[config.mk]
export PLATFORM = sky130hd
export DESIGN_NAME = carrier_generator
export DESIGN_NICKNAME = d
export VERILOG_FILES = /design/src/rtl/tvbg_pkg.sv /design/src/rtl/tick_prescaler.sv /design/src/rtl/carrier_generator.sv
export SDC_FILE = /design/constraint.sdc
export NUM_CORES = 1
export LEC_CHECK = 0
export ABC_AREA = 1
export CORE_MARGIN = 4
export CORE_UTILIZATION = 55
export CTS_BUF_LIST = sky130_fd_sc_hd__clkbuf_8
export DETAILED_ROUTE_END_ITERATION = 8
export PLACE_DENSITY = 0.91
export SETUP_SLACK_MARGIN = 0.4
export SYNTH_ARGS = -nofsm -noshare
export SYNTH_HDL_FRONTEND = slang
export SYNTH_SLANG_ARGS = --single-unit
[constraint.sdc]
create_clock -name clock_in -period 4.98 [get_ports clock_in]
set_input_delay 0.747 -clock clock_in [delete_from_list [all_inputs] [get_ports clock_in]]
set_output_delay 0.747 -clock clock_in [all_outputs]
set_load 0.02 [all_outputs]
[src/rtl/tvbg_pkg.sv]
// ----------------------------------------------------------------------------
// tvbg_pkg
// Shared definitions for the TV-B-Gone player: the carrier FSM state
// encoding and the default width of the CTC frequency/compare value. The
// code-sequencing controller uses the same width.
// ----------------------------------------------------------------------------
package tvbg_pkg;

    // Width of the CTC frequency/compare value.
    localparam int CTC_BITS = 8;

    // Carrier generator states.
    typedef enum logic [1:0] {
        S_OFF,      // LED dark
        S_FORCED,   // LED constant high, unmodulated
        S_HIGH,     // high half of a carrier period
        S_LOW       // low half of a carrier period
    } e_carrier_state;

endpackage : tvbg_pkg

[src/rtl/tick_prescaler.sv]
// ----------------------------------------------------------------------------
// tick_prescaler
// Divides the system clock into counter ticks. tick_out is high in the last
// clock of every PRESCALE-clock window. With PRESCALE=1 it is high on every
// clock. clear_in holds the window counter at zero. While it is held there,
// the next tick comes PRESCALE clocks after clear_in is released.
// The delay timer also uses this block as its time base.
//
// Ports:
//   clock_in  - system clock, rising edge
//   reset_in  - asynchronous, active-high reset
//   clear_in  - hold the window counter at zero
//   tick_out  - one tick every PRESCALE clocks (combinational from counter)
// ----------------------------------------------------------------------------
module tick_prescaler #(
    parameter int PRESCALE = 1
) (
    input  logic clock_in,
    input  logic reset_in,
    input  logic clear_in,
    output logic tick_out
);

    localparam int                CNT_W = (PRESCALE > 1) ? $clog2(PRESCALE) : 1;
    localparam logic [CNT_W-1:0]  LAST  = CNT_W'(PRESCALE - 1);

    logic [CNT_W-1:0] presc_q;
    logic [CNT_W-1:0] presc_d;

    assign tick_out = (presc_q == LAST);

    always_comb begin
        // NOTE: every always_comb output gets a default first so no path
        // leaves it unassigned, which would infer a latch.
        presc_d = presc_q;
        if (clear_in || tick_out) begin
            presc_d = '0;
        end else begin
            presc_d = presc_q + CNT_W'(1);
        end
    end

    // NOTE: state registers use non-blocking assignments so every flop
    // samples its inputs from before the edge, with no race between them.
    always_ff @(posedge clock_in or posedge reset_in) begin
        if (reset_in) begin
            presc_q <= '0;
        end else begin
            presc_q <= presc_d;
        end
    end

endmodule : tick_prescaler

[src/rtl/carrier_generator.sv]
// ----------------------------------------------------------------------------
// carrier_generator
// Turns the controller's CTC interface into the modulated IR LED drive. It
// produces a square wave whose half-period is (value+1)*PRESCALE clocks. The
// output is constant high when forcing is requested and low when idle.
// All outputs are registered and reflect the state reached at each edge.
//
// Ports:
//   clock_in           - system clock, rising edge
//   reset_in           - asynchronous, active-high reset
//   enable_in          - carrier requested while high
//   forced_in          - constant-high output while high (beats enable_in)
//   wr_strobe_in       - one-cycle strobe, loads value_in
//   value_in           - half-period compare value
//   ir_out             - registered LED drive
//   period_strobe_out  - one-cycle pulse after each entry into the high phase
//   running_out        - high while modulating (S_HIGH or S_LOW)
// ----------------------------------------------------------------------------
module carrier_generator
    import tvbg_pkg::*;
#(
    parameter int CTC_BITS = tvbg_pkg::CTC_BITS,
    parameter int PRESCALE = 1
) (
    input  logic                clock_in,
    input  logic                reset_in,
    input  logic                enable_in,
    input  logic                forced_in,
    input  logic                wr_strobe_in,
    input  logic [CTC_BITS-1:0] value_in,
    output logic                ir_out,
    output logic                period_strobe_out,
    output logic                running_out
);

    e_carrier_state      state_q, state_d;
    logic [CTC_BITS-1:0] value_q;
    logic [CTC_BITS-1:0] half_q, half_d;
    logic                ir_q, strobe_q, running_q;
    logic                tick;
    logic                run_now, run_next;

    assign run_now  = (state_q == S_HIGH) || (state_q == S_LOW);
    assign run_next = (state_d == S_HIGH) || (state_d == S_LOW);

    // The prescaler advances only while modulation continues from one cycle
    // to the next. Any entry into or exit from modulation restarts its window.
    tick_prescaler #(
        .PRESCALE (PRESCALE)
    ) u_prescaler (
        .clock_in (clock_in),
        .reset_in (reset_in),
        .clear_in (!(run_now && run_next)),
        .tick_out (tick)
    );

    always_comb begin
        state_d = state_q;
        half_d  = '0;
        unique case (state_q)
            S_OFF: begin
                if (forced_in)      state_d = S_FORCED;
                else if (enable_in) state_d = S_HIGH;
            end
            S_FORCED: begin
                if (!forced_in) state_d = enable_in ? S_HIGH : S_OFF;
            end
            S_HIGH, S_LOW: begin
                // A force or a disable beats a phase end in the same cycle.
                if (forced_in) begin
                    state_d = S_FORCED;
                end else if (!enable_in) begin
                    state_d = S_OFF;
                end else if (tick) begin
                    // Using >= means a newly written smaller value ends the
                    // current phase on the next tick instead of wrapping.
                    if (half_q >= value_q) begin
                        state_d = (state_q == S_HIGH) ? S_LOW : S_HIGH;
                    end else begin
                        half_d = half_q + CTC_BITS'(1);
                    end
                end else begin
                    half_d = half_q;
                end
            end
            default: state_d = S_OFF;
        endcase
    end

    always_ff @(posedge clock_in or posedge reset_in) begin
        if (reset_in) begin
            state_q   <= S_OFF;
            value_q   <= '0;
            half_q    <= '0;
            ir_q      <= 1'b0;
            strobe_q  <= 1'b0;
            running_q <= 1'b0;
        end else begin
            state_q   <= state_d;
            half_q    <= half_d;
            if (wr_strobe_in) value_q <= value_in;
            ir_q      <= (state_d == S_HIGH) || (state_d == S_FORCED);
            // Every entry into S_HIGH starts a period. This includes the
            // first entry from S_OFF or S_FORCED.
            strobe_q  <= (state_d == S_HIGH) && (state_q != S_HIGH);
            running_q <= run_next;
        end
    end

    assign ir_out            = ir_q;
    assign period_strobe_out = strobe_q;
    assign running_out       = running_q;

endmodule : carrier_generator

# Word-level counts from Yosys, hierarchy flattened
# Index checks and enable logic that the tools add are counted.
[totals] ff_bits=22 out_inout_bits=3 inputBits=13 word_cells=44
[op_classes] magnitude_cmp=1 n_reduce_logical=9 n_eq_ne=8 bitwise=1 n_mux=16 add_sub_neg=2
[ops] operator="8-bit 2-to-1 mux" count=5
[ops] operator="2-bit 2-to-1 mux" count=8
[ops] operator="8-bit by 1-bit adder with 8-bit output, second input constant" count=1
[ops] operator="2-bit == test, second input constant" count=4
[ops] operator="8-bit >= comparator" count=1
[ops] operator="2-bit case mux with 3 select lines" count=1
[ops] operator="2-bit by 1-bit == test with 1-bit output, second input constant" count=2
[ops] operator="1-bit logical OR" count=4
[ops] operator="4-bit != test, second input constant" count=1
[ops] operator="1-bit logical AND" count=2
[ops] operator="2-bit logical NOT" count=1
[ops] operator="1-bit 2-to-1 mux" count=2
[ops] operator="2-bit != test, second input constant" count=1
[ops] operator="2-bit OR reduction" count=1
[ops] operator="1-bit adder, second input constant" count=1
[ops] operator="1-bit logical NOT" count=1
[ops] operator="1-bit inverter" count=1

# Logic depth before layout (Yosys ltp)
[logic_depth] depth_word=13 depth_mapped=15

# By module
# A second synthesis with hierarchy kept.
[unflattened] cells_unflattened=135 area_unflattened_um2=1122.3
[by_module_without_submodules] mod="carrier_generator" n_inst=1 seq_area_each_um2=500.5 area_per_inst_um2=1086.0 cells_each=131
[by_module_without_submodules] mod="tick_prescaler" n_inst=1 seq_area_each_um2=25.0 area_per_inst_um2=36.3 cells_each=4

# Least setup slack after synthesis
# No wires, ideal clock.
[synth_timing] path_type="flip-flop to flip-flop" from="register half_q[2]" to="register strobe_q, in the netlist period_strobe_out" stages_incl_launch_ff=14 setup_slack_ns=3.268 path_buffers=0 period_less_slack_ns=1.712 arrival_ns=1.578 setup_time_ns=0.135 path_cell_list="dfrtp_1 ha_1 nand2_1 nor2_1 nor2_1 nand2_1 nand2_2 nand2_2 nand3_1 nand2_1 nor2_1 nor2_1 ha_1 a21boi_0"
[synth_between] elab_chain_cells=8
[synth_lines] element="start: declaration" line_no="carrier_generator.sv:38" text="logic [CTC_BITS-1:0] half_q, half_d;"
[synth_lines] element="start signal: assignment" line_no="carrier_generator.sv:100" text="half_q <= half_d;"
[synth_lines] element="8-bit >= comparator" line_no="carrier_generator.sv:77" text="if (half_q >= value_q) begin"
[synth_lines] element="2-bit 2-to-1 mux" line_no="carrier_generator.sv:77"
[synth_lines] element="2-bit 2-to-1 mux" line_no="carrier_generator.sv:74" text="end else if (tick) begin"
[synth_lines] element="2-bit 2-to-1 mux" line_no="carrier_generator.sv:72" text="end else if (!enable_in) begin"
[synth_lines] element="2-bit 2-to-1 mux" line_no="carrier_generator.sv:70" text="if (forced_in) begin"
[synth_lines] element="2-bit case mux with 3 select lines" line_no="carrier_generator.sv:60" text="unique case (state_q)"
[synth_lines] element="2-bit == test" line_no="carrier_generator.sv:105" text="strobe_q <= (state_d == S_HIGH) && (state_q != S_HIGH);"
[synth_lines] element="1-bit logical AND" line_no="carrier_generator.sv:105"
[synth_lines] element="end signal: assignment" line_no="carrier_generator.sv:105"
[synth_lines] element="end: declaration" line_no="carrier_generator.sv:39" text="logic ir_q, strobe_q, running_q;"
# Every way passes these cells.
# A chain may end at the register's enable or synchronous reset.

# Worst setup path in the final report
# Same ends and word-level chain as after synthesis.

==> results.yml <==
critical_path:
  critPathLaunchType: "register"
  end_kind: "register"
  required_ns: 5.16
  critPathMaxFanout: 6
  critPathArrivalTime_ns: 2.17
  worstSetupPathType: "reg2reg"
synthesis:
  ys_types: 27
  synth-edff-count: 0
  yosysTopAreaCell: "dfrtp_1"
  synth_area_leaders: "dfrtp_1 (46%), ha_1 (11%), nand2_1 (8.5%), inv_1 (6.9%), o21ai_0 (3.9%)"
  syn_nets: 152
  async_flop_share_pct: 100
  synth_most_common_cell: "nand2_1"
  synth-seq-cells: 21
  yosysWarnings: 0
  syn_area_per_cell_um2: 8.86
  yosys-top-cells-count: "nand2_1 (26), dfrtp_1 (21), inv_1 (21), ha_1 (10), nor2_1 (10)"
  synth_top_area_share_pct: 46.0
  syn_inst: 129
  ys_seq_area_share_pct: 46.0
  syn_area_um2: 1140
  synth-main-ff-cell: "dfrtp_1"
floorplan:
  start_util_pct: 58.2
  die-area_um2: 2870
  fp.dieH_um: 53.6
  coreArea_um2: 1960
  ioPinCount: 16
  core.rowCount: 16
  fp.dieW_um: 53.6
cells_and_area:
  fin_cells: 174
  area_growth_pct: 19.7
  insertedDiodeCount: 0
  nets: 171
  drive_above_1_share_pct: 10.2
  final_core_util_pct: 69.7
routing:
  route.met3.wl_um: 127
  dr.pass1.iters: 4
  drt_iter0_drc: 6
  drc: 0
  ant_nets: 0
  vias_per_cell: 5.13
  wl_met2_um: 1120
  vias: 893
  m1WireLength_um: 923
  routed.top_layer: "met4"
  routed_wl_um: 2190
  routedWlPerCell_um: 12.6
global_routing:
  grt_pass1_wl_um: 3610
  grt-ovfl-total: 0
  grt_pass1_vias: 871
  grt_start_max_net_pins: 22
  grt.total_usage_pct: 17.5
  grt_antenna_before_repair: 0
clock_network:
  cts_tree: "built"
  insertion_delay_ns: 0.25
  htreeDepth: 1
  clockRootBuffer: "clkbuf_8"
  cts.sinks: 21
  clk_pin_slew_ns: 0.07
  cts_buffers: 3
  cts-resized-gates: 0
  cts_hold_buf: 0
  cts_setup_buffers: 0
  clockBufferDepth: 2
hold_path:
  hp-class: "reg2reg"
place:
  dp.cells: 170
  dp_hpwl_um: 1730
  gp_congestion: 0.791
  io_buffer_count: 15
timing:
  relSlewSlack_pct: 47.1
  final-setup-viol-count: 0
  max_freq_ghz: 0.502
  period_needed_ns: 1.99
  setup_tns_ns: 0
  finalHoldViolCount: 0
  rsz0062_at_grt: "false"
  worstMarginPinSlew_ns: 0.793
  hold_slack_ns: 0.494
  skew_ns: 0.00260
  drv_slew: 0
  fin_crit_sh_pct: 40.0
power_and_ir_drop:
  peakVddDrop_mv: 0.177
  leakagePower_uw: 0.000690
  power_density_nw_per_um2: 244
  power_uw: 333
status:
  outcome: "finished, final reports clean"
run:
  maxCapViolations: 0
-- state kept, by name (all words and copies together) (netlist names) --
register / cells
half_q: 8
value_q: 8
period_strobe_out: 1
running_out: 1
u_prescaler.presc_q: 1
ir_out: 1
state_q: 1
-- critical path, cell delays in order, from the launching register on --
cell and delay [ns]:
dfrtp_1 0.48, ha_1 0.31, nand2_1 0.10, nor2_1 0.06, nor2_1 0.08, nand2_1 0.07, nand2_2 0.10, nand2_2 0.07
a21oi_2 0.15, nor2_1 0.07, nor2_1 0.11, ha_1 0.15, a21boi_0 0.16
-- metal layers --
| layer | global-route usage (%) | vias to the layer above |
|---|---|---|
| met5 | 0 | - |
| li1 | - | 446 |
| met4 | 3.83 | 0 |
| met3 | 3.32 | 4 |
| met1 | 19.8 | 420 |
| met2 | 33.5 | 23 |
-- logic make-up (layout without fill, tap and decap cells) --
group	Yosys count	count (layout)	share of synthesized area [%]
xor gates and xnor gates	5	5	3.83
other	1	1	0.328
DFF	21	21	46.0
adders and majority gates	10	10	11.0
AOI/OAI and AO/OA	18	18	9.20
and+or+nand+nor	50	50	21.1
muxes	1	1	0.986
buffers and inverters	23	41	7.56
-- cell type report --
cell class / count / area (um2)
clock inverters: 1 / 3.75
multi-input cells: 85 / 531
fillers: 164 / 594
flip-flops and latches: 21 / 526
inverters: 22 / 82.6
repair buffers: 15 / 150
well taps: 27 / 33.8
clock buffers: 3 / 41.3
-- placed cells by master, fill, tap and decap left out, types with 2 or more instances in the layout --
master           instances
clkdlybuf4s50_1         15
o21ai_0                  9
nand2_1                 26
nand3_1                  3
inv_1                   22
dfrtp_1                 21
ha_1                    10
nand2_2                  3
nand4_1                  2
nand4_2                  2
o21ai_1                  2
clkbuf_8                 3
a21oi_1                  2
nor2_1                  10
xor2_1                   4
-- power breakdown --
part / internal, uW / total [uW] / switching, uW / leakage, uW
combinational: 20.6 / 45.7 / 25.1 / 0.000394
clock: 54.8 / 105 / 50.5 / 0.0000269
sequential: 179 / 182 / 3.26 / 0.000270
total: 254 / 333 / 78.8 / 0.000690
-- metrics by stage --
stage	instance area, um2	setup slack (ns)
final	1370	2.99
after global routing	1370	2.84
after CTS	1370	2.98
after detailed placement	1320	2.92
after global placement	1320	2.99
after floorplan	1140	3.27
-- worst paths after layout --
check,start,endpoint,slack [ns],cells past startpoint
setup / recovery,half_q[2],period_strobe_out,2.99,12
hold reg to reg,running_out,period_strobe_out,0.49,1
min in group asynchronous,reset_in,ir_out,0.94,2
max in group asynchronous,reset_in,value_q[5],3.55,2
hold / removal,running_out,period_strobe_out,0.49,1
setup reg to reg,half_q[2],period_strobe_out,2.99,12
No activity file was read; power rests on OpenSTA's default activity.
